===== src/rtl/exe_mc_alu_if.sv =====
// EX-stage bus between the ID/EX register, the execute unit and the EX/MEM register.
// master drives the instruction, slave (exe_mc_alu) returns the result and stall.
interface exe_mc_alu_if #(
    parameter int WIDTH = 32
) ();
    logic             in_valid;
    logic [3:0]       exe_cmd;
    logic [WIDTH-1:0] val1;
    logic [WIDTH-1:0] val2;
    logic [WIDTH-1:0] result;
    logic             out_valid;
    logic             stall;
    logic             busy;

    modport master (
        output in_valid, exe_cmd, val1, val2,
        input  result, out_valid, stall, busy
    );

    modport slave (
        input  in_valid, exe_cmd, val1, val2,
        output result, out_valid, stall, busy
    );
endinterface


===== src/rtl/exe_mc_alu.sv =====
// MIPS EX-stage ALU: combinational EXE_CMD ops plus iterative MUL and, when
// EXE_DIV_EN is defined, restoring DIVU/REMU behind a stall handshake.
//
// state | meaning
// IDLE  | single-cycle ops pass through; a multi-cycle op is latched here
// RUN   | one multiply/divide iteration per cycle, pipeline stalled
// DONE  | registered result presented for one cycle, then back to IDLE
module exe_mc_alu #(
    parameter int WIDTH   = 32,
    parameter int SHAMT_W = $clog2(WIDTH)
) (
    input logic         clk,
    input logic         rst,
    exe_mc_alu_if.slave alu
);
    localparam int CNT_W = $clog2(WIDTH + 1);

    localparam logic [3:0] CMD_ADD  = 4'b0000;
    localparam logic [3:0] CMD_SUB  = 4'b0010;
    localparam logic [3:0] CMD_AND  = 4'b0100;
    localparam logic [3:0] CMD_OR   = 4'b0101;
    localparam logic [3:0] CMD_NOR  = 4'b0110;
    localparam logic [3:0] CMD_XOR  = 4'b0111;
    localparam logic [3:0] CMD_SLL  = 4'b1000;
    localparam logic [3:0] CMD_SRA  = 4'b1001;
    localparam logic [3:0] CMD_SRL  = 4'b1010;
    localparam logic [3:0] CMD_MUL  = 4'b1011;
    localparam logic [3:0] CMD_DIVU = 4'b1100;
    localparam logic [3:0] CMD_REMU = 4'b1101;

    typedef enum logic [1:0] {IDLE, RUN, DONE} state_t;

    state_t             state, state_nxt;
    logic               busy_q;
    logic [CNT_W-1:0]   cnt;
    logic [WIDTH-1:0]   acc;
    logic [WIDTH-1:0]   opa;
    logic [WIDTH-1:0]   opb;
    logic [WIDTH-1:0]   res_q;

    logic [SHAMT_W-1:0] shamt;
    logic [WIDTH-1:0]   alu_comb;
    logic [WIDTH-1:0]   mul_acc_nxt;
    logic [WIDTH-1:0]   iter_res;
    logic               is_multi;
    logic               accept;
    logic               last_iter;

`ifdef EXE_DIV_EN
    logic [3:0]         cmd_q;
    logic [WIDTH:0]     div_shift;
    logic               div_ge;
    logic [WIDTH-1:0]   rem_nxt;
    logic [WIDTH-1:0]   quo_nxt;
    logic               div_op;
`endif

    assign shamt = alu.val2[SHAMT_W-1:0];

    always_comb begin
        alu_comb = '0;
        case (alu.exe_cmd)
            CMD_ADD: alu_comb = alu.val1 + alu.val2;
            CMD_SUB: alu_comb = alu.val1 - alu.val2;
            CMD_AND: alu_comb = alu.val1 & alu.val2;
            CMD_OR:  alu_comb = alu.val1 | alu.val2;
            CMD_NOR: alu_comb = ~(alu.val1 | alu.val2);
            CMD_XOR: alu_comb = alu.val1 ^ alu.val2;
            CMD_SLL: alu_comb = alu.val1 << shamt;
            CMD_SRA: alu_comb = $signed(alu.val1) >>> shamt;
            CMD_SRL: alu_comb = alu.val1 >> shamt;
            default: alu_comb = '0;
        endcase
    end

`ifdef EXE_DIV_EN
    assign is_multi = (alu.exe_cmd == CMD_MUL) || (alu.exe_cmd == CMD_DIVU) ||
                      (alu.exe_cmd == CMD_REMU);
`else
    assign is_multi = (alu.exe_cmd == CMD_MUL);
`endif

    assign accept    = (state == IDLE) && alu.in_valid && !rst && is_multi;
    assign last_iter = (cnt == CNT_W'(1));

    // Multiply: opa is the multiplicand shifting left, opb the multiplier shifting right.
    assign mul_acc_nxt = acc + (opb[0] ? opa : '0);

`ifdef EXE_DIV_EN
    // Divide: acc holds the partial remainder, opa the dividend that fills with quotient
    // bits, opb the divisor. A zero divisor never borrows, which yields all-ones / val1.
    assign div_op    = (cmd_q != CMD_MUL);
    assign div_shift = {acc, opa[WIDTH-1]};
    assign div_ge    = (div_shift >= {1'b0, opb});
    assign rem_nxt   = div_ge ? WIDTH'(div_shift - {1'b0, opb}) : WIDTH'(div_shift);
    assign quo_nxt   = {opa[WIDTH-2:0], div_ge};
    assign iter_res  = div_op ? ((cmd_q == CMD_DIVU) ? quo_nxt : rem_nxt) : mul_acc_nxt;
`else
    assign iter_res  = mul_acc_nxt;
`endif

    always_comb begin
        state_nxt = state;
        case (state)
            IDLE:    if (accept) state_nxt = RUN;
            RUN:     if (last_iter) state_nxt = DONE;
            DONE:    state_nxt = IDLE;
            default: state_nxt = IDLE;
        endcase
    end

    always_ff @(posedge clk) begin
        if (rst) begin
            state  <= IDLE;
            busy_q <= 1'b0;
            cnt    <= '0;
            acc    <= '0;
            opa    <= '0;
            opb    <= '0;
            res_q  <= '0;
`ifdef EXE_DIV_EN
            cmd_q  <= '0;
`endif
        end else begin
            state  <= state_nxt;
            busy_q <= (state_nxt == RUN);
            case (state)
                IDLE: begin
                    if (accept) begin
                        acc <= '0;
                        opa <= alu.val1;
                        opb <= alu.val2;
                        cnt <= CNT_W'(WIDTH);
`ifdef EXE_DIV_EN
                        cmd_q <= alu.exe_cmd;
`endif
                    end
                end
                RUN: begin
                    cnt <= cnt - CNT_W'(1);
`ifdef EXE_DIV_EN
                    if (div_op) begin
                        acc <= rem_nxt;
                        opa <= quo_nxt;
                    end else
`endif
                    begin
                        acc <= mul_acc_nxt;
                        opa <= opa << 1;
                        opb <= opb >> 1;
                    end
                    if (last_iter) res_q <= iter_res;
                end
                default: ;
            endcase
        end
    end

    always_comb begin
        alu.result    = '0;
        alu.out_valid = 1'b0;
        alu.stall     = busy_q;
        alu.busy      = busy_q;
        case (state)
            IDLE: begin
                if (alu.in_valid && !rst) begin
                    if (is_multi) begin
                        alu.stall = 1'b1;
                    end else begin
                        alu.result    = alu_comb;
                        alu.out_valid = 1'b1;
                    end
                end
            end
            DONE: begin
                // The instruction on the inputs is the one retiring; do not decode it.
                if (!rst) begin
                    alu.result    = res_q;
                    alu.out_valid = 1'b1;
                end
            end
            default: ;
        endcase
    end
endmodule


===== src/flat_wrapper.sv =====
// flat-port wrapper written by rule: the top's interface ports become plain ports
module exe_mc_alu_flat 
#(
    parameter int WIDTH   = 32,
    parameter int SHAMT_W = $clog2(WIDTH)
)
  (clk, rst, alu_in_valid, alu_exe_cmd, alu_val1, alu_val2, alu_result, alu_out_valid, alu_stall, alu_busy);
  exe_mc_alu_if #(.WIDTH(WIDTH)) alu_i ();
  input logic clk;
  input logic rst;
  input wire logic [$bits(alu_i.in_valid)-1:0] alu_in_valid;
  input wire logic [$bits(alu_i.exe_cmd)-1:0] alu_exe_cmd;
  input wire logic [$bits(alu_i.val1)-1:0] alu_val1;
  input wire logic [$bits(alu_i.val2)-1:0] alu_val2;
  output wire logic [$bits(alu_i.result)-1:0] alu_result;
  output wire logic [$bits(alu_i.out_valid)-1:0] alu_out_valid;
  output wire logic [$bits(alu_i.stall)-1:0] alu_stall;
  output wire logic [$bits(alu_i.busy)-1:0] alu_busy;
  assign alu_i.in_valid = alu_in_valid;
  assign alu_i.exe_cmd = alu_exe_cmd;
  assign alu_i.val1 = alu_val1;
  assign alu_i.val2 = alu_val2;
  assign alu_result = alu_i.result;
  assign alu_out_valid = alu_i.out_valid;
  assign alu_stall = alu_i.stall;
  assign alu_busy = alu_i.busy;
  exe_mc_alu #(.WIDTH(WIDTH), .SHAMT_W(SHAMT_W)) u_core (.clk(clk), .rst(rst), .alu(alu_i));
endmodule

===== config.mk =====
export PLATFORM = sky130hd
export DESIGN_NAME = exe_mc_alu_flat
export DESIGN_NICKNAME = d
export VERILOG_FILES = /design/src/rtl/exe_mc_alu_if.sv /design/src/rtl/exe_mc_alu.sv /design/src/flat_wrapper.sv
export SDC_FILE = /design/constraint.sdc
export NUM_CORES = 1
export LEC_CHECK = 0
export BUFFER_PORTS_ARGS = -buffer_cell sky130_fd_sc_hd__buf_2
export CORE_MARGIN = 5
export CORE_UTILIZATION = 55
export CTS_CLUSTER_DIAMETER = 80
export DETAILED_ROUTE_END_ITERATION = 10
export HOLD_SLACK_MARGIN = 0.02
export PLACE_DENSITY_LB_ADDON = 0.12
export SLEW_MARGIN = 20
export SYNTH_ARGS = -nofsm -noshare
export SYNTH_HDL_FRONTEND = slang
export SYNTH_SLANG_ARGS = --single-unit
export TNS_END_PERCENT = 30

===== constraint.sdc =====
create_clock -name clk -period 14.4 [get_ports clk]
set_clock_uncertainty 0.15 [all_clocks]
set_input_delay 2.16 -clock clk [delete_from_list [all_inputs] [get_ports clk]]
set_output_delay 2.16 -clock clk [all_outputs]
set_load 0.03 [all_outputs]

Word level (Yosys, flattened, before mapping)
Cells that the tools add are included.

Bits in registers: 137. Word-level logic and storage cells: 66. Input port bits: 71. Output and inout port bits: 35.

Equal/unequal tests: 14. Add/subtract/negate cells: 4. Muxes and demuxes: 24. Shift operators: 3. Bitwise gates (word level): 4. Reductions and logical operators: 10.

Operators by type and width (number): $pmux W32 S9 (1); $pmux W32 S2 (4); $mux W32 (7); $add A32 B32 Y32 (2); $and A32 B32 Y32 (1); $not A32 Y32 (1); $or A32 B32 Y32 (1); $shl A32 B5 Y32 (1); $shr A32 B5 Y32 (1); $sshr A32 B5 Y32 (1); $sub A32 B32 Y32 (1); $xor A32 B32 Y32 (1); $eq A4 B3 Y1 const B (4); $eq A4 B4 Y1 const B (4); $pmux W6 S2 (1); $eq A6 B1 Y1 const B (1); $mux W1 (6); $mux W6 (1); $sub A6 B1 Y6 const B (1); $eq A2 B1 Y1 const B (2); $eq A4 B2 Y1 const B (1); $logic_and A1 B1 Y1 (4); $logic_not A4 Y1 (1); $mux W2 (2); other kinds (8) (9).

Longest topological paths before layout
Word-level depth: 7. Gate-level depth with buffers: 21. Mapped depth without buffers: 17.

Worst setup path before layout
No wires, ideal clock.

Path kind: input -> output. Start: in alu_val2[1]. End: out alu_result[30]. Stages: 21. Data arrival time: 6.216 ns. Data required time: 12.090 ns. Path buffers: 4. Slack: 5.874 ns. Path through: buf_2 > buf_2 > buf_4 > inv_1 > ha_1 > and3_1 > nand2_1 > or3_1 > or3_1 > o21ai_0 > xnor2_1 > ha_1 > clkbuf_1 > nand4_1 > nor2_1 > a211oi_1 > o21ai_0 > o31a_1 > o41ai_1 > xor2_1 > o211ai_1.

Longest elaborated chain between the ends: 5. Elaborated cells between the ends (all ways): 9. Classes of those cells: add/sub: 2; shift: 3; mux: 4.

Ends and longest elaborated chain: start: declaration (RTL line flat_wrapper.sv:14) `input wire logic [$bits(alu_i.val2)-1:0] alu_val2;`; $sub A32 B32 Y32, or another cell as far along (RTL line exe_mc_alu.sv:64) `CMD_SUB: alu_comb = alu.val1 - alu.val2;`; $pmux W32 S9 (*) (RTL line exe_mc_alu.sv:62) `case (alu.exe_cmd)`; $mux W32 (*) (RTL line exe_mc_alu.sv:167) `if (is_multi) begin`; $mux W32 (*) (RTL line exe_mc_alu.sv:166) `if (alu.in_valid && !rst) begin`; $pmux W32 S2 (*) (RTL line exe_mc_alu.sv:164) `case (state)`; end: declaration (RTL line flat_wrapper.sv:15) `output wire logic [$bits(alu_i.result)-1:0] alu_result;`.

Mark *: on every way between the ends. The rest lies on a longest branch, timed or not.

Final worst setup path
Start: in alu_exe_cmd[0]. End: out alu_result[30].

Longest elaborated chain between the ends: 5. Elaborated cells between the ends (all ways): 14. Classes of those cells: eq/ne: 9; mux: 4; reduce/logical: 1.

Ends and longest elaborated chain: start: declaration (RTL line flat_wrapper.sv:12) `input wire logic [$bits(alu_i.exe_cmd)-1:0] alu_exe_cmd;`; $eq A4 B4 Y1, or another cell as far along (RTL line exe_mc_alu.sv:62); $pmux W32 S9 (RTL line exe_mc_alu.sv:62); $mux W32 (*) (RTL line exe_mc_alu.sv:167); $mux W32 (*) (RTL line exe_mc_alu.sv:166); $pmux W32 S2 (*) (RTL line exe_mc_alu.sv:164).

Marks and branches as above.

==> impl_metrics.json <==
{
  "status": "complete, no violations",
  "power_frac_comb_pct": 31.6,
  "most-common-layout-cells": "nand2_1, nor2_1, a21oi_1",
  "fin_nets": 2227,
  "yosys.area.top_type": "dfxtp_1",
  "rr_endpoint": "u_core.res_q[28]",
  "min_path_type": "flip-flop to flip-flop",
  "cts_setup_buffers": 0,
  "ant_nets": 0,
  "r2r_setup_slack_ns": 10.54,
  "muxShareOfSynthArea_pct": 14.89,
  "p_leak_uw": 0.006782,
  "core_area_um2": 27780,
  "die_w_um": 177.8,
  "peakVddDrop_mv": 0.06926,
  "drc": 0,
  "htreeDepth": 4,
  "track_usage_pct": 40.19,
  "ios": 106,
  "clock_latency_ns": 0.44,
  "worstPathMaxFanout": 48,
  "setup_viol": 0,
  "yosysWarnings": 0,
  "whs_ns": 0.3091,
  "cellPowerDensity_nw_per_um2": 76.20,
  "hold_end": "u_core.opb[3]",
  "p_int_uw": 789.3,
  "antenna_found_initial": 3,
  "startpoint_type": "input pin",
  "synth_top_area_share_pct": 17.70,
  "power_frac_clock_pct": 38.2,
  "synth_compound_area_share_pct": 26.38,
  "period_share_pct": 67.58,
  "swShare_pct": 37.95,
  "finalSetupTns_ns": 0,
  "cts_sinks": 137,
  "grt_pass1_vias": 15844,
  "endpoint_kind": "output pin",
  "synth_top_family_by_area": "compound AO/OA/AOI/OAI gates",
  "synth.net_count": 2227,
  "post_cts_resized": 0,
  "critPathRequiredTime_ns": 12.09,
  "grt_pass1_wl_um": 96610,
  "wl_um": 64690,
  "synth_edf_count": 0,
  "clk_pin_slew_ns": 0.06,
  "fmax_mhz": 102.8,
  "drv_slew": 0,
  "dr.pass1.iters": 7,
  "synth_fa_ha_area_share_pct": 10.76,
  "hold_depth": 2,
  "period_needed_ns": 9.732,
  "die-area_um2": 31620,
  "final_common_cell": "nand2_1",
  "drive_gt1_share_pct": 13.40,
  "area_growth_pct": 7.754,
  "ys_seq_elements": 137,
  "async_flop_share_pct": 0,
  "critPathKind": "input pin to output pin",
  "ys_seq_area_share_pct": 17.70,
  "rsz0062_at_grt": "false",
  "die_h_um": 177.8,
  "clock-root-buffer": "clkbuf_16",
  "holdCritStartpoint": "u_core.opb[3]",
  "overflow": 0,
  "ctsHoldBuffers": 0,
  "r2r-start": "u_core.opb[0]",
  "crit_arrival_ns": 7.42,
  "dp_hpwl_um": 47050,
  "total_power_uw": 1272,
  "ys.flop_type": "dfxtp_1",
  "hold_viol": 0,
  "place.gp.congestion": 1.084,
  "slew_headroom_pct": 30.79,
  "synthXorXnorAreaFrac_pct": 4.523,
  "tritoncts": "done",
  "ff2ff_path_depth": 12,
  "drt_iter0_drc": 2378,
  "worstMarginPinSlew_ns": 1.034,
  "netlist_instances": 2024,
  "p_seq_share_pct": 30.2,
  "rows": 61,
  "synth_cell_type_count": 81,
  "start_util_pct": 55.76,
  "synth_area_leaders": "dfxtp_1, ha_1, mux4_2, a21oi_1, nand2_1",
  "wire_per_inst_um": 26.74,
  "switchingPower_uw": 482.7,
  "yosys.area_share.simple_pct": 19.34,
  "viasPerCell": 6.939,
  "port_buffers": 105,
  "syn_avg_cell_area_um2": 7.654,
  "synth_area_um2": 15490,
  "drv_cap": 0,
  "cts_buffer_depth": 2,
  "cts_buffers": 17,
  "vias": 16786,
  "num-fill-cells": 2637,
  "grt_max_degree": 71
}
## area by class of cell
type / instances / area, um2 / area share [%]
clock inverter: 15 / 195.2 / 1.169
multi-input combinational: 1646 / 11780 / 70.59
antenna: 4 / 10.01 / 0.05997
inverter: 93 / 350.3 / 2.099
timing repair buffer: 129 / 713.2 / 4.273
clock buffer: 17 / 425.4 / 2.549
sequential: 137 / 2743 / 16.43
tap: 378 / 473.0 / 2.833
## worst max-delay path, cell delays in order
cell	delay (ns)
buf_4	0.29
buf_4	0.39
nor3_1	0.62
nand2_1	0.71
nor2_1	0.27
a21oi_1	0.10
fa_1	0.44
a21o_1	0.22
a311oi_1	0.36
nor3_1	0.14
o2111ai_1	0.28
nand2_1	0.23
o41ai_1	0.44
xor2_1	0.17
o211ai_1	0.30
buf_2	0.26
## per-stage QoR
stage               worst slack (ns)  instance area, um2  cells  utilization, %
finish                         4.669               16690   2419           60.08
global route                   4.436               16680   2415           60.05
CTS                            4.818               16680   2415           60.04
detailed placement             4.780               16060   2383           57.81
global placement               4.902               16060   2383           57.80
floorplan                      5.874               15490   2024               -
## sequential cells by signal (all words and copies together) (netlist names)
register and cells:
u_core.res_q 32, u_core.acc 32, u_core.cnt 6, u_core.state 2, u_core.alu.busy 1, u_core.opa 32
u_core.opb 32
## cells by family (layout without fill, tap and decap cells)
group / count (synthesis) / in the layout
compound gates: 632 / 632
xor+xnor: 80 / 80
fa+ha+maj: 132 / 132
buf+inv: 241 / 254
flops: 137 / 137
mux: 144 / 144
other cells: 0 / 4
simple gates: 658 / 658
## metal layers
layer | global-route usage [%] | routed length [um]
met1 | 51.10 | 25120
met2 | 61.65 | 27970
met3 | 10.10 | 6993
met4 | 23.78 | 4575
met5 | 0 | 27
## how the worst max path moves through the flow
stage / slack [ns] / start / cells after the start / to
finish: 4.67 / alu_exe_cmd[0] / 16 / alu_result[30]
global route: 4.44 / alu_exe_cmd[0] / 16 / alu_result[30]
CTS: 4.82 / alu_exe_cmd[0] / 16 / alu_result[30]
detailed placement: 4.78 / alu_exe_cmd[0] / 16 / alu_result[30]
global placement: 4.90 / alu_exe_cmd[0] / 16 / alu_result[30]
floorplan: 5.87 / alu_val2[1] / 21 / alu_result[30]
## cell usage after synthesis, types with 35 or more instances
cell        n
nand2_1   219
nor2_1    217
a21oi_1   205
dfxtp_1   137
ha_1      130
o21ai_0   108
clkbuf_1   99
inv_1      92
mux4_2     67
mux2i_1    56
xnor2_1    55
nand3_1    48
a22oi_1    40
and2_1     36
nor3_1     35
## power groups by stage
stage / clock [uW] / combinational, uW / sequential, uW
after floorplan: 0 / 255 / 392
after global placement: 0 / 384 / 393
after detailed placement: 0 / 385 / 393
after CTS: 488 / 387 / 384
after global routing: 503 / 422 / 384
final: 486 / 402 / 384
No activity file was read; power rests on OpenSTA's default activity.
